==> config.mk <==
export PLATFORM = sky130hd
export DESIGN_NAME = hack_boot_loader
export DESIGN_NICKNAME = d
export VERILOG_FILES = /design/src/rtl/hack_boot_loader.sv
export SDC_FILE = /design/constraint.sdc
export NUM_CORES = 1
export LEC_CHECK = 0
export CORE_MARGIN = 1.5
export CORE_UTILIZATION = 40
export CTS_BUF_LIST = sky130_fd_sc_hd__clkbuf_4
export CTS_CLUSTER_SIZE = 8
export DETAILED_ROUTE_END_ITERATION = 6
export PLACE_DENSITY = 0.68
export SLEW_MARGIN = 20
export SYNTH_ARGS = -nofsm -noshare
export SYNTH_HDL_FRONTEND = slang
export SYNTH_SLANG_ARGS = --single-unit
==> constraint.sdc <==
create_clock -name clk -period 7.31 [get_ports clk]
set_clock_uncertainty 0.05 [all_clocks]
set_input_delay 1.0965 -clock clk [delete_from_list [all_inputs] [get_ports clk]]
set_output_delay 1.0965 -clock clk [all_outputs]
set_load 0.02 [all_outputs]
==> src/rtl/hack_boot_loader.sv <==
// rtl/hack_boot_loader.sv - Hack CPU boot loader: fills instruction ROM from a byte stream, then releases CPU reset
module hack_boot_loader #(
    parameter int ADDR_W   = 15,
    parameter int TIMEOUT  = 100000,
    parameter int RST_HOLD = 4
) (
    input  logic              clk,
    input  logic              reset,
    input  logic              load_req,
    input  logic [7:0]        rx_data,
    input  logic              rx_valid,
    output logic              rx_ready,
    output logic              rom_we,
    output logic [ADDR_W-1:0] rom_addr,
    output logic [15:0]       rom_data,
    output logic              cpu_reset,
    output logic              loaded,
    output logic              error
);

    // One counter serves both the inter-byte timeout and the reset-hold delay.
    localparam int TMAX = (TIMEOUT > RST_HOLD) ? TIMEOUT : RST_HOLD;
    localparam int TW   = $clog2(TMAX) + 1;
    // 17 bits so a full 2**16-word ROM capacity is still representable.
    localparam logic [16:0] CAP = 17'(1 << ADDR_W);

    typedef enum logic [2:0] {
        CNT_H, CNT_L, DAT_H, DAT_L, WRITE, HOLD, RUN, ERR
    } state_t;

    state_t            state_q, state_d;
    logic [15:0]       index_q, index_d;
    logic [15:0]       n_q, n_d;
    logic [TW-1:0]     timer_q, timer_d;
    logic [7:0]        hi_q, hi_d;
    logic [ADDR_W-1:0] addr_q, addr_d;
    logic [15:0]       data_q, data_d;

    logic        accept;
    logic [15:0] n_full;

    assign rx_ready  = !reset && (state_q inside {CNT_H, CNT_L, DAT_H, DAT_L});
    assign accept    = rx_valid && rx_ready;
    assign n_full    = {n_q[15:8], rx_data};

    // A reset landing on the WRITE cycle must not let the strobe through.
    assign rom_we    = !reset && (state_q == WRITE);
    assign rom_addr  = addr_q;
    assign rom_data  = data_q;
    assign cpu_reset = reset || (state_q != RUN);
    assign loaded    = (state_q == RUN);
    assign error     = (state_q == ERR);

    // State register and datapath registers, synchronous active-high reset.
    always_ff @(posedge clk) begin
        if (reset) begin
            state_q <= CNT_H;
            index_q <= '0;
            n_q     <= '0;
            timer_q <= '0;
            hi_q    <= '0;
            addr_q  <= '0;
            data_q  <= '0;
        end else begin
            state_q <= state_d;
            index_q <= index_d;
            n_q     <= n_d;
            timer_q <= timer_d;
            hi_q    <= hi_d;
            addr_q  <= addr_d;
            data_q  <= data_d;
        end
    end

    // Next-state logic: byte framing, ROM write sequencing, timeout and hold delay.
    always_comb begin
        state_d = state_q;
        index_d = index_q;
        n_d     = n_q;
        timer_d = timer_q;
        hi_d    = hi_q;
        addr_d  = addr_q;
        data_d  = data_q;

        // Once a transfer has started, a stalled sender eventually aborts it.
        if (state_q inside {CNT_L, DAT_H, DAT_L}) begin
            if (accept) begin
                timer_d = '0;
            end else if (timer_q == TW'(TIMEOUT - 1)) begin
                state_d = ERR;
            end else begin
                timer_d = timer_q + 1'b1;
            end
        end

        case (state_q)
            CNT_H: begin
                if (accept) begin
                    n_d[15:8] = rx_data;
                    state_d   = CNT_L;
                end
            end
            CNT_L: begin
                if (accept) begin
                    n_d[7:0] = rx_data;
                    if ({1'b0, n_full} > CAP) begin
                        state_d = ERR;
                    end else if (n_full == 16'd0) begin
                        state_d = HOLD;
                    end else begin
                        state_d = DAT_H;
                    end
                end
            end
            DAT_H: begin
                if (accept) begin
                    hi_d    = rx_data;
                    state_d = DAT_L;
                end
            end
            DAT_L: begin
                if (accept) begin
                    data_d  = {hi_q, rx_data};
                    addr_d  = index_q[ADDR_W-1:0];
                    state_d = WRITE;
                end
            end
            WRITE: begin
                timer_d = '0;
                if (index_q == n_q - 16'd1) begin
                    state_d = HOLD;
                end else begin
                    index_d = index_q + 16'd1;
                    state_d = DAT_H;
                end
            end
            HOLD: begin
                if (timer_q == TW'(RST_HOLD - 1)) begin
                    state_d = RUN;
                end else begin
                    timer_d = timer_q + 1'b1;
                end
            end
            RUN, ERR: begin
                if (load_req) begin
                    state_d = CNT_H;
                    index_d = '0;
                    n_d     = '0;
                    timer_d = '0;
                end
            end
            default: state_d = CNT_H;
        endcase
    end

endmodule

Yosys cells after proc, flatten, opt, wreduce, memory -nomap -nowiden
Cells that the tools add are included.
Word-level totals
  register bits: 92
  ROM bits: 0
  output and inout bits: 36
  memory bits (writable): 0
  bits in latches: 0
  memories: 0
  input bits: 12
Cells by class
  $add $sub $neg: 3
  shift operators: 0
  divide/modulo/power cells: 0
  multiply operators: 0
  eq/ne operators: 15
  $lt $le $gt $ge: 1
  bitwise gates (word level): 0
  muxes and demuxes: 25
  reduce and logical (&&, ||, !) cells: 18
Operators by type and width (number)
  18-bit two-way mux: 5
  18-bit case mux with 3 select lines: 1
  3-bit two-way mux: 12
  16-bit two-way mux: 2
  16-bit case mux with 2 select lines: 1
  8-bit case mux with 2 select lines: 2
  3-bit case mux with 7 select lines: 1
  18-bit by 1-bit adder with 18-bit output (second input constant): 1
  18-bit by 17-bit == test with 1-bit output (second input constant): 1
  18-bit by 2-bit == test with 1-bit output (second input constant): 1
  16-bit by 1-bit adder with 16-bit output (second input constant): 1
  16-bit == test: 1
  16-bit > comparator (second input constant): 1
  16-bit logical NOT: 1
  16-bit by 1-bit subtractor with 16-bit output (second input constant): 1
  3-bit == test (second input constant): 4
  3-bit AND reduction: 3
  8-bit two-way mux: 1
  2-bit inequality test (second input constant): 4
  3-bit by 2-bit == test with 1-bit output (second input constant): 2
  2-bit nonzero test: 3
  2-bit AND reduction: 2
  4-bit nonzero test: 1
  3-bit by 1-bit == test with 1-bit output (second input constant): 1
  7 further kinds: 9

Logic depth before layout (Yosys ltp)
  word-level depth: 8
  gate-level depth with buffers: 14
  mapped depth without buffers: 10

Worst setup path before layout
Ideal clock, no wire load.
  path type: reg-to-reg
  from: register n_q[0]
  to: register state_q[0]
  data required time: 7.160 ns
  slack: 4.067 ns
  stages on the path, launching flop included: 13
  arrival: 3.093 ns
  period minus slack after synthesis: 3.243 ns
  buffers on the path: 3
  cells stage by stage: dfxtp_1 clkbuf_8 inv_1 ha_1 clkbuf_8 or3b_1 or3_1 a2111oi_2 nand4_1 or4_1 buf_6 nor2b_4 a2111oi_4
On the way
  word-level cells in the longest chain between the ends: 4
RTL lines
  start: declaration: line 33  | logic [15:0] n_q, n_d;
  start signal: assignment: line 67  | n_q <= n_d;
  16-bit by 1-bit subtractor with 16-bit output: line 130  | if (index_q == n_q - 16'd1) begin
  16-bit == test: line 130
  3-bit two-way mux: line 130
  3-bit case mux with 7 select lines: line 96  | case (state_q)
  end signal: assignment: line 65  | state_q <= state_d;
  end: declaration: line 31  | state_t state_q, state_d;
No other way between the ends.
A chain may end at the register's enable or synchronous reset.

Worst setup path after layout
  from: input reset
  to: output cpu_reset
On the way
  word-level cells in the longest chain between the ends: 1
RTL lines
  start: declaration: line 8  | input logic reset,
  1-bit logical OR: line 50  | assign cpu_reset = reset || (state_q != RUN);
  end: declaration: line 16  | output logic cpu_reset,
No other way between the ends.

==> run summary <==
DP Cell Count -> 808
Status -> finished, final reports clean
Die ar. -> 12800 sq um
CP top delay family -> buffers and inverters
Number of setup violations in the final report -> 0
Syn Nets -> 662
Ports -> 48
Area growth syn-to-layout -> 12.8%
Starting Density -> 40.8%
Maximum Capacitance Violations -> 0
Drt pass-1 iters -> 5
Hold buffers post-CTS -> 0
Reg2Reg Setup Slack -> 3.65 ns
FF-to-FF Start -> n_q[0]$_SDFFE_PP0P_
Critical Path End -> cpu_reset
Critical Path Source -> reset
Crit path buf inv count -> 3
Syn. warnings -> 0
ANT nets after route -> 0
Worst-Margin Slew -> 0.831 ns
GRT overflow -> 0
Crit-path cells -> buf_2 -> buf_4 -> or4_1 -> clkdlybuf4s50_1
PwrDens -> 222 nW/um^2
Postcts setup bufs -> 0
Clock Tree Buf Depth -> 2
RSZ-0062 raised after global routing -> no
Row count -> 40
Placer Congestion -> 0.858
TritonCTS buffer count -> 9
Worst hold path startpoint -> rom_addr[8]$_SDFFE_PP0P_
Max-slew headroom -> 43.9%
Slowest cell delay on critical path -> 0.59 ns
Port Buffers -> 47
Synthesized cell area -> 4860 sq um
Worst flop-to-flop path endpoint -> state_q[0]$_SDFF_PP0_
Hold crit path type -> register to register
Async SR Flop Fraction -> 0%
Inserted Diodes -> 0
Per-cell routed wire length -> 15.2 um
Chip height -> 113 um
Count leader, synth -> nand2_1
Leakage -> 1.76 nW
Initial antenna violation count -> 0
CP Capture Type -> output port
Final Hold Viols -> 0
Via count -> 4759
Tcrit/Tclk final -> 55.7%
Setup TNS -> 0 ns
Share of layout cells above drive strength 1 -> 5.76%
Detailed placement HPWL -> 8870 um
First-pass GRT wire length -> 20800 um
Stages on the worst setup path -> 4
Final critical-path required period -> 4.07 ns
Fmax -> 246 MHz
Setup CP Type -> input pin to output port
Root buf cell -> clkbuf_4
Synth top area share -> 37.9%
Syn avg cell area -> 7.51 sq um
Clk sinks -> 92
Worst-Skew Late Latency -> 0.46 ns
Cells after Synth -> 647
1st-iter DRT viols -> 304
Max H-tree Level -> 3
Maximum VDD drop -> 0.113 mV
Remaining DRCs -> 0
Post-cts sizing count -> 0
Largest net degree at the start of global routing -> 57
Die Wd -> 113 um
Post-synth cell types -> 67
Worst setup SP type -> input pin
Synth cell count leaders -> nand2_1, dfxtp_1, a21oi_1, nor2_1, nand3_1
CP max FO -> 56
Fin. max-slew vios -> 0
Number of synthesized flops with an enable pin -> 0
Req. time, crit path -> 6.16 ns
Vias in the first global route -> 4319
Primary FF master, synth -> dfxtp_1
Final cell count without fillers -> 824
Core Box Area -> 11900 sq um
CTS tree -> built
Total Routing Usage GR -> 19.9%
Vias per cell -> 5.78
Largest area contributor in the netlist -> dfxtp_1
Clock-pin slew on the worst setup and hold paths -> 0.15 ns
Synth top area cells -> dfxtp_1, nand2_1, a21oi_1
Arrival @ worst endpoint -> 2.92 ns
Synth Register Bits -> 92
Worst Reg2Reg Path Length in Cells -> 9
Seq/Total Area, Yosys -> 37.9%
FILL cells -> 1226
Nets -> 687
WL final -> 12600 um
Worst path slowest cell -> clkdlybuf4s50_1
-- worst min path at each step --
stage / endpoint / cells past startpoint / slack (ns)
3_5_place_dp: rom_data[3]$_SDFFE_PP0P_ / 2 / 0.40
4_1_cts: rom_data[12]$_SDFFE_PP0P_ / 2 / 0.41
6_report: rom_addr[8]$_SDFFE_PP0P_ / 2 / 0.41
2_1_floorplan: rom_data[10]$_SDFFE_PP0P_ / 2 / 0.38
5_1_grt: rom_addr[8]$_SDFFE_PP0P_ / 2 / 0.43
3_3_place_gp: rom_data[12]$_SDFFE_PP0P_ / 2 / 0.39
-- flip-flops by register name, indices dropped and copies added (netlist names) --
name and cells:
index_q 16, rom_data 16, rom_addr 15, n_q 16, hi_q 8, state_q 3, timer_q 18
-- cell families (layout without fill, tap and decap cells) --
logic type | after synthesis | count (layout) | synth area share (%)
AND/OR/NAND/NOR | 313 | 313 | 30.7
AO/OA/AOI/OAI | 160 | 160 | 19.5
flip-flops | 92 | 92 | 37.9
buffers and inverters | 48 | 78 | 5.07
XOR/XNOR | 29 | 29 | 5.51
adder cells (fa/ha/maj) | 3 | 3 | 0.773
multiplexers | 2 | 2 | 0.438
-- layer usage --
metal	GRT usage, %	share of wire, %	routed length [um]
met4	7.17	1.8	224
met1	26.9	45	5710
met5	0	0	0
met2	32.0	47	5890
met3	3.59	5.8	730
-- worst reg2reg max path: cells and delay by family, from the launching register on --
kind / cells / cell delay (ns)
simple gates: 5 / 1.97
compound gates: 2 / 0.71
flops: 1 / 0.43
fa+ha+maj: 1 / 0.33
buf+inv: 1 / 0.09
-- where the power goes --
group	internal, W	leakage [nW]	total, W	switching (W)
clock	0.000109	0.0711	0.000303	0.000194
combinational	0.000127	0.942	0.000348	0.000221
sequential	0.000523	0.742	0.000567	0.0000437
total	0.000759	1.76	0.00122	0.000459
-- stage by stage --
| step | hold slack (ns) | total power [W] | utilization [%] | area (sq um) | setup slack (ns) |
|---|---|---|---|---|---|
| CTS | 0.414 | 0.00122 | 46.0 | 5480 | 3.27 |
| finish | 0.414 | 0.00122 | 46.0 | 5480 | 3.24 |
| global route | 0.432 | 0.00130 | 46.0 | 5480 | 3.14 |
| global placement | 0.388 | 0.000906 | 44.7 | 5330 | 3.27 |
| detailed placement | 0.398 | 0.000918 | 44.7 | 5330 | 3.22 |
| floorplan | 0.382 | 0.000840 | - | 4860 | 4.07 |
-- cell usage in the layout (no fill, tap or decap), drive strengths merged, types with 4 or more instances in the layout --
master         instances
nand4                 10
a31oi                  7
nor2                  47
or2                    4
o21ai                 28
and3                   6
xor2                  13
or4                    6
o211ai                 6
inv                   14
clkdlybuf4s50         46
or3                   16
buf                    4
dfxtp                 92
xnor2                 15
nand3                 45
nand2                130
nor3                  16
clkbuf                 9
nor4                  17
a21oi                 91
-- final cells by class --
cell class	instances	area (sq um)	share of cell area [%]
sequential	92	1840	33.6
timing repair buffer	50	488	8.90
multi-input combinational	507	2770	50.6
inverter	12	45.0	0.822
clock inverter	7	81.3	1.48
tap	147	184	3.36
clock buffer	9	67.6	1.23
Note: power is estimated with default switching activity, not from simulation.
